$ cat config.mk
export PLATFORM = sky130hd
export DESIGN_NAME = muldiv_unit
export DESIGN_NICKNAME = d
export VERILOG_FILES = /design/src/rtl/muldiv_unit_pkg.sv /design/src/rtl/muldiv_unit_div_core.sv /design/src/rtl/muldiv_unit.sv
export SDC_FILE = /design/constraint.sdc
export NUM_CORES = 2
export LEC_CHECK = 0
export ABC_AREA = 1
export CORE_MARGIN = 1
export CORE_UTILIZATION = 59
export CTS_CLUSTER_SIZE = 16
export DETAILED_ROUTE_END_ITERATION = 12
export HOLD_SLACK_MARGIN = 0.06
export PLACE_DENSITY = 0.76
export SLEW_MARGIN = 20
export SYNTH_ARGS = -nofsm -noshare
export SYNTH_HDL_FRONTEND = slang
export SYNTH_SLANG_ARGS = --single-unit
$ cat constraint.sdc
create_clock -name clk -period 9.2 [get_ports clk]
set_clock_uncertainty 0.2 [all_clocks]
set_input_delay 1.84 -clock clk [delete_from_list [all_inputs] [get_ports clk]]
set_output_delay 1.84 -clock clk [all_outputs]
set_load 0.01 [all_outputs]
$ cat src/rtl/muldiv_unit_pkg.sv
// Shared op encodings, FSM states and sizing for the multiply/divide engine.
package muldiv_unit_pkg;

    localparam int unsigned DATA_W    = 32;
    localparam int unsigned DIV_ITERS = 32;

    typedef enum logic [2:0] {
        MD_MULT  = 3'd0,
        MD_MULTU = 3'd1,
        MD_DIV   = 3'd2,
        MD_DIVU  = 3'd3,
        MD_MADD  = 3'd4,
        MD_MADDU = 3'd5,
        MD_MSUB  = 3'd6,
        MD_MSUBU = 3'd7
    } md_op_e;

    typedef enum logic [2:0] {
        IDLE = 3'd0,
        MUL  = 3'd1,
        DIV  = 3'd2,
        FIX  = 3'd3,
        DONE = 3'd4
    } md_state_e;

endpackage

$ cat src/rtl/muldiv_unit_div_core.sv
// Restoring radix-2 divider on unsigned magnitudes, one quotient bit per cycle.
module muldiv_unit_div_core
#(
    parameter int unsigned W = 32
)(
    input  logic         clk,
    input  logic         rst,
    input  logic         clear,
    input  logic         start,
    input  logic [W-1:0] dividend,
    input  logic [W-1:0] divisor,
    output logic [W-1:0] quotient,
    output logic [W-1:0] remainder,
    output logic         div_by_zero,
    output logic         done_c
);
    import muldiv_unit_pkg::*;

    localparam int unsigned CNT_W = $clog2(DIV_ITERS);

    logic [W-1:0]     quo_q;
    logic [W-1:0]     rem_q;
    logic [W-1:0]     dvs_q;
    logic [CNT_W-1:0] cnt_q;
    logic             run_q;
    logic             dbz_q;
    logic [W:0]       rem_sh;
    logic [W:0]       diff;
    logic             fits;

    // Trial subtraction: shift in the next dividend bit, keep the difference if non-negative.
    always_comb begin
        rem_sh = {rem_q, quo_q[W-1]};
        diff   = rem_sh - {1'b0, dvs_q};
        fits   = ~diff[W];
        done_c = run_q && (cnt_q == CNT_W'(DIV_ITERS - 1));
    end

    always_ff @(posedge clk) begin
        if (rst) begin
            quo_q <= '0;
            rem_q <= '0;
            dvs_q <= '0;
            cnt_q <= '0;
            run_q <= 1'b0;
            dbz_q <= 1'b0;
        end else if (clear) begin
            cnt_q <= '0;
            run_q <= 1'b0;
        end else if (start) begin
            quo_q <= dividend;
            rem_q <= '0;
            dvs_q <= divisor;
            cnt_q <= '0;
            run_q <= 1'b1;
            dbz_q <= (divisor == '0);
        end else if (run_q) begin
            quo_q <= {quo_q[W-2:0], fits};
            rem_q <= fits ? diff[W-1:0] : rem_sh[W-1:0];
            cnt_q <= cnt_q + CNT_W'(1);
            if (done_c) begin
                run_q <= 1'b0;
            end
        end
    end

    assign quotient    = quo_q;
    assign remainder   = rem_q;
    assign div_by_zero = dbz_q;

endmodule

$ cat src/rtl/muldiv_unit.sv
// EX-stage multi-cycle multiply/divide engine producing HILO write data and strobe.
// Define MULDIV_ACC_EN to enable MADD/MADDU/MSUB/MSUBU accumulation into hilo_cur.
module muldiv_unit
#(
    parameter int unsigned MUL_LAT = 2,
    parameter int unsigned DATA_W  = 32
)(
    input  logic                  clk,
    input  logic                  rst,
    input  logic                  start,
    input  logic [2:0]            op,
    input  logic [DATA_W-1:0]     src_a,
    input  logic [DATA_W-1:0]     src_b,
    input  logic [2*DATA_W-1:0]   hilo_cur,
    input  logic                  cancel,
    output logic                  busy,
    output logic                  hilo_we,
    output logic [2*DATA_W-1:0]   hilo_wdata
);
    import muldiv_unit_pkg::*;

    localparam int unsigned W2 = 2 * DATA_W;

    md_state_e         state_q;
    logic [3:0]        cnt_q;
    logic [W2-1:0]     prod_q;
    logic [DATA_W-1:0] a_q;
    logic              q_neg_q;
    logic              r_neg_q;

    logic              accept;
    logic              is_div;
    logic              mul_sgn;
    logic              a_neg;
    logic              b_neg;
    logic [DATA_W-1:0] mag_a;
    logic [DATA_W-1:0] mag_b;
    logic [W2-1:0]     a_ext;
    logic [W2-1:0]     b_ext;
    logic [W2-1:0]     product;
    logic [3:0]        mul_cycles;
    logic [W2-1:0]     mul_res;
    logic [W2-1:0]     div_res;

    logic [DATA_W-1:0] quo;
    logic [DATA_W-1:0] rem;
    logic              div_dbz;
    logic              div_done_c;

`ifdef MULDIV_ACC_EN
    logic [W2-1:0]     acc_q;
    logic [1:0]        acc_mode_q;   // 0: plain product, 1: add, 2: subtract
`else
    logic              unused_hilo_cur;
    assign unused_hilo_cur = ^hilo_cur;
`endif

    always_comb begin
        accept  = start && !cancel && (state_q == IDLE);
        is_div  = (op == MD_DIV) || (op == MD_DIVU);
        mul_sgn = ~op[0];
        a_neg   = (op == MD_DIV) && src_a[DATA_W-1];
        b_neg   = (op == MD_DIV) && src_b[DATA_W-1];
        mag_a   = a_neg ? -src_a : src_a;
        mag_b   = b_neg ? -src_b : src_b;
        // Sign-extend to full width so the truncated product is the exact 2N-bit result.
        a_ext   = {{DATA_W{mul_sgn & src_a[DATA_W-1]}}, src_a};
        b_ext   = {{DATA_W{mul_sgn & src_b[DATA_W-1]}}, src_b};
        product = a_ext * b_ext;
`ifdef MULDIV_ACC_EN
        mul_cycles = 4'(MUL_LAT - 1) + {3'b000, op[2]};
        unique case (acc_mode_q)
            2'd1:    mul_res = acc_q + prod_q;
            2'd2:    mul_res = acc_q - prod_q;
            default: mul_res = prod_q;
        endcase
`else
        mul_cycles = 4'(MUL_LAT - 1);
        mul_res    = prod_q;
`endif
        if (div_dbz) begin
            div_res = {a_q, {DATA_W{1'b1}}};
        end else begin
            div_res = {(r_neg_q ? -rem : rem), (q_neg_q ? -quo : quo)};
        end
    end

    muldiv_unit_div_core #(.W(DATA_W)) u_div_core (
        .clk         (clk),
        .rst         (rst),
        .clear       (cancel),
        .start       (accept && is_div),
        .dividend    (mag_a),
        .divisor     (mag_b),
        .quotient    (quo),
        .remainder   (rem),
        .div_by_zero (div_dbz),
        .done_c      (div_done_c)
    );

    always_ff @(posedge clk) begin
        if (rst) begin
            state_q    <= IDLE;
            cnt_q      <= '0;
            prod_q     <= '0;
            a_q        <= '0;
            q_neg_q    <= 1'b0;
            r_neg_q    <= 1'b0;
            busy       <= 1'b0;
            hilo_we    <= 1'b0;
            hilo_wdata <= '0;
`ifdef MULDIV_ACC_EN
            acc_q      <= '0;
            acc_mode_q <= 2'd0;
`endif
        end else begin
            hilo_we <= 1'b0;
            unique case (state_q)
                IDLE: begin
                    if (accept) begin
                        busy    <= 1'b1;
                        a_q     <= src_a;
                        q_neg_q <= a_neg ^ b_neg;
                        r_neg_q <= a_neg;
                        prod_q  <= product;
                        cnt_q   <= mul_cycles - 4'd1;
`ifdef MULDIV_ACC_EN
                        acc_q      <= hilo_cur;
                        acc_mode_q <= op[2] ? (op[1] ? 2'd2 : 2'd1) : 2'd0;
`endif
                        if (is_div) begin
                            state_q <= DIV;
                        end else if (mul_cycles == 4'd0) begin
                            state_q    <= DONE;
                            hilo_we    <= 1'b1;
                            hilo_wdata <= product;
                        end else begin
                            state_q <= MUL;
                        end
                    end
                end
                MUL: begin
                    if (cnt_q == 4'd0) begin
                        state_q    <= DONE;
                        hilo_we    <= 1'b1;
                        hilo_wdata <= mul_res;
                    end else begin
                        cnt_q <= cnt_q - 4'd1;
                    end
                end
                DIV: begin
                    if (div_done_c) begin
                        state_q <= FIX;
                    end
                end
                FIX: begin
                    state_q    <= DONE;
                    hilo_we    <= 1'b1;
                    hilo_wdata <= div_res;
                end
                DONE: begin
                    state_q <= IDLE;
                    busy    <= 1'b0;
                end
                default: begin
                    state_q <= IDLE;
                    busy    <= 1'b0;
                end
            endcase
            // An abort suppresses any write not yet on the output.
            if (cancel) begin
                state_q <= IDLE;
                busy    <= 1'b0;
                hilo_we <= 1'b0;
            end
        end
    end

endmodule

==> metrics.md <==
| Metric | Value |
|---|---|
| Total wire length after detailed routing | `192,000 um` |
| R2r startpoint | `state_q[2]$_SDFFE_PP0P_` |
| Initial antenna violation count | `9` |
| Largest net degree at the start of global routing | `116` |
| Synth top area share | `39.9%` |
| WL per Instance | `20.8 um` |
| Area grow syn2layout | `14.2%` |
| Rel. slew slack | `28.2%` |
| Synth cell types | `61` |
| Async set-reset flop share out of synthesis | `0%` |
| Startpoint types | `input pin` |
| Required @ worst endpoint | `9.46 ns` |
| Clk sinks | `274` |
| Vias in the first global route | `52,100` |
| Maxcap violations | `0` |
| Die X | `311 um` |
| Die height | `311 um` |
| Drt drc | `0` |
| Vias/cell | `5.50` |
| Std cell rows | `113` |
| Post-synth EDFFs | `0` |
| Ranking of synthesized cells by area | `fa_1 (40%), inv_1 (13%), nand2_1 (12%), dfxtp_1 (9.7%), ha_1 (5.6%)` |
| Period utilization | `98.3%` |
| DIE AREA | `97,000 um^2` |
| Critical-path top delay cell | `fa_2` |
| Total CTS buffers | `28` |
| Port Buf Inserts | `136` |
| Crit path from | `src_a[31]` |
| Global-route wire length before repair | `298,000 um` |
| Minimum clock period | `9.04 ns` |
| Clk buf depth | `3` |
| CTS tree | `done` |
| Drt pass-1 iters | `6` |
| Yosys reg bits | `274` |
| Nets | `9,462` |
| RD Place Congestion | `1.03` |
| Setup TNS | `0 ns` |
| Post-Syn Area per Cell | `7.45 um^2` |
| Clk root buf | `clkbuf_16` |
| Core area | `94,900 um^2` |
| Area leader, netlist | `fa_1` |
| Status | `finished clean` |
| Hold path startpoint | `a_q[16]$_SDFFE_PP0P_` |
| Synth Instances | `7,585` |
| Crit path kind | `input pin to register` |
| Yosys warns | `0` |
| Max-slew violations | `0` |
| Clock latency on the worst-skew pair | `0.57 ns` |
| Crit path capture type | `register` |
| Clk slew on worst S/H paths | `0.06 ns` |
| CTS H-Tree Depth | `1` |
| Max FO, Critical Path | `8` |
| Syn Nets | `9,098` |
| Overall routing resource usage | `40.3%` |
| Final hold vios | `0` |
| Worst-margin pin slew | `1.08 ns` |
| Sequential fraction of the synthesis area | `9.71%` |
| Final HPWL DP | `162,000 um` |
| Hold/Removal Path Class | `register to register` |
| Starting Density | `59.5%` |
| RSZ-0062 raised after global routing | `true` |
| WP data arrival | `9.30 ns` |
| Initial DRC count | `4,571` |
| Setup violators final | `0` |
| ANT nets after route | `0` |
| Final instance area | `64,500 um^2` |
| Ports | `201` |
| Area after DPL | `62,800 um^2` |
| Crit-path max cell delay | `0.63 ns` |
| GR Overflow Total | `0` |
| Max Freq | `111 MHz` |
| Top_reg_cell synth | `dfxtp_1` |
| Layout cell share with drive strength beyond 1 | `11.0%` |
| Mapped cell area | `56,500 um^2` |
| Routed vias | `50,800` |
## final timing paths
check / endpoint / slack (ns) / cells after the start
max: mul_res[48]$_SDFFE_PP0P_ / 0.16 / 33
max reg2reg: u_div_core.quotient[26]$_SDFFE_PP0P_ / 5.65 / 12
min: a_q[16]$_SDFFE_PP0P_ / 0.26 / 2
min reg2reg: a_q[16]$_SDFFE_PP0P_ / 0.26 / 2
## routing by layer
layer / vias to the layer above / track usage (%) / share of wire, %
li1: 23000 / - / -
met2: 2598 / 63.5 / 45
met4: 6 / 20.2 / 6.1
met3: 566 / 8.09 / 10
met1: 24600 / 53.0 / 38
met5: - / 0 / 0.020
## registers in the layout (all words and copies together) (netlist names)
register and cells:
u_div_core.cnt_q 5, u_div_core.div_by_zero 1, hilo_wdata 64, mul_res 64
u_div_core.remainder 32, hilo_we 1, cnt_q 4, busy 1
a_q 32, u_div_core.dvs_q 32, q_neg_q 1, u_div_core.quotient 32
state_q 3, r_neg_q 1, u_div_core.run_q 1
## cell families after synthesis
| group | after synthesis | share of synthesized area [%] |
|---|---|---|
| AO/OA/AOI/OAI | 854 | 8.35 |
| XOR/XNOR | 99 | 1.54 |
| adder cells (fa/ha/maj) | 1378 | 45.5 |
| buffers and inverters | 2322 | 15.7 |
| flip-flops | 274 | 9.71 |
| AND/OR/NAND/NOR | 2658 | 19.2 |
## critical path: cells and delay by family
family,cells,cell delay [ns]
adder cells (fa/ha/maj),9,4.49
buffers and inverters,13,1.73
AND/OR/NAND/NOR,11,1.23
## through the flow
step / utilization (%) / setup slack, ns / hold WS [ns] / std cells
after CTS: 67.2 / 0.00365 / 0.262 / 9226
after global routing: 68.0 / -0.0503 / 0.292 / 9239
final: 68.0 / 0.156 / 0.260 / 9243
after floorplan: - / 0.0277 / 0.223 / 7585
after detailed placement: 66.2 / -0.756 / 0.247 / 9176
after global placement: 66.2 / -0.680 / 0.232 / 9176
## cell usage after synthesis (20+ instances only)
master,instances
o21ai_0,290
xor2_1,67
xnor2_1,32
nor2_1,446
ha_1,252
nand4_1,41
dfxtp_1,274
a31oi_1,35
nand3_1,217
inv_1,1923
buf_2,45
o22ai_1,52
nor3_1,43
a21oi_1,340
o21ai_1,26
nand2_1,1820
clkbuf_1,257
fa_1,1126
buf_1,62
o21bai_1,21
o211ai_1,20
## timing repair
item	CTS	global route
cloned	0	1
setup buffers	0	7
hold buffers	0	0
endpoints found under the setup margin	16	37
gates resized for setup	15	164
pin swaps	1	16
## cell type report
type,count,area (um^2)
well taps,1265,1580
fillers,8069,30400
diodes,9,22.5
inverters,1939,7280
multi-input cells,4989,42800
clock buffers,39,823
flip-flops and latches,274,5490
clock inverters,11,96.3
repair buffers,717,6420
## cell usage in the layout, fill, tap and decap left out, drive strengths merged, types with 14 or more instances in the layout
| cell type | n |
|---|---|
| ha | 252 |
| xor2 | 67 |
| o21ai | 322 |
| nand3 | 227 |
| xnor2 | 32 |
| nand3b | 14 |
| buf | 610 |
| nor4 | 14 |
| o21bai | 21 |
| nor2 | 463 |
| a31oi | 35 |
| nor3 | 52 |
| a21oi | 343 |
| o211ai | 22 |
| inv | 1934 |
| nand2 | 1832 |
| clkdlybuf4s50 | 103 |
| dfxtp | 274 |
| nand4 | 41 |
| o22ai | 52 |
| clkbuf | 40 |
| fa | 1126 |
Power is not shown: default switching activity piles up to over one toggle a cycle in this logic, so the estimate is an artifact.
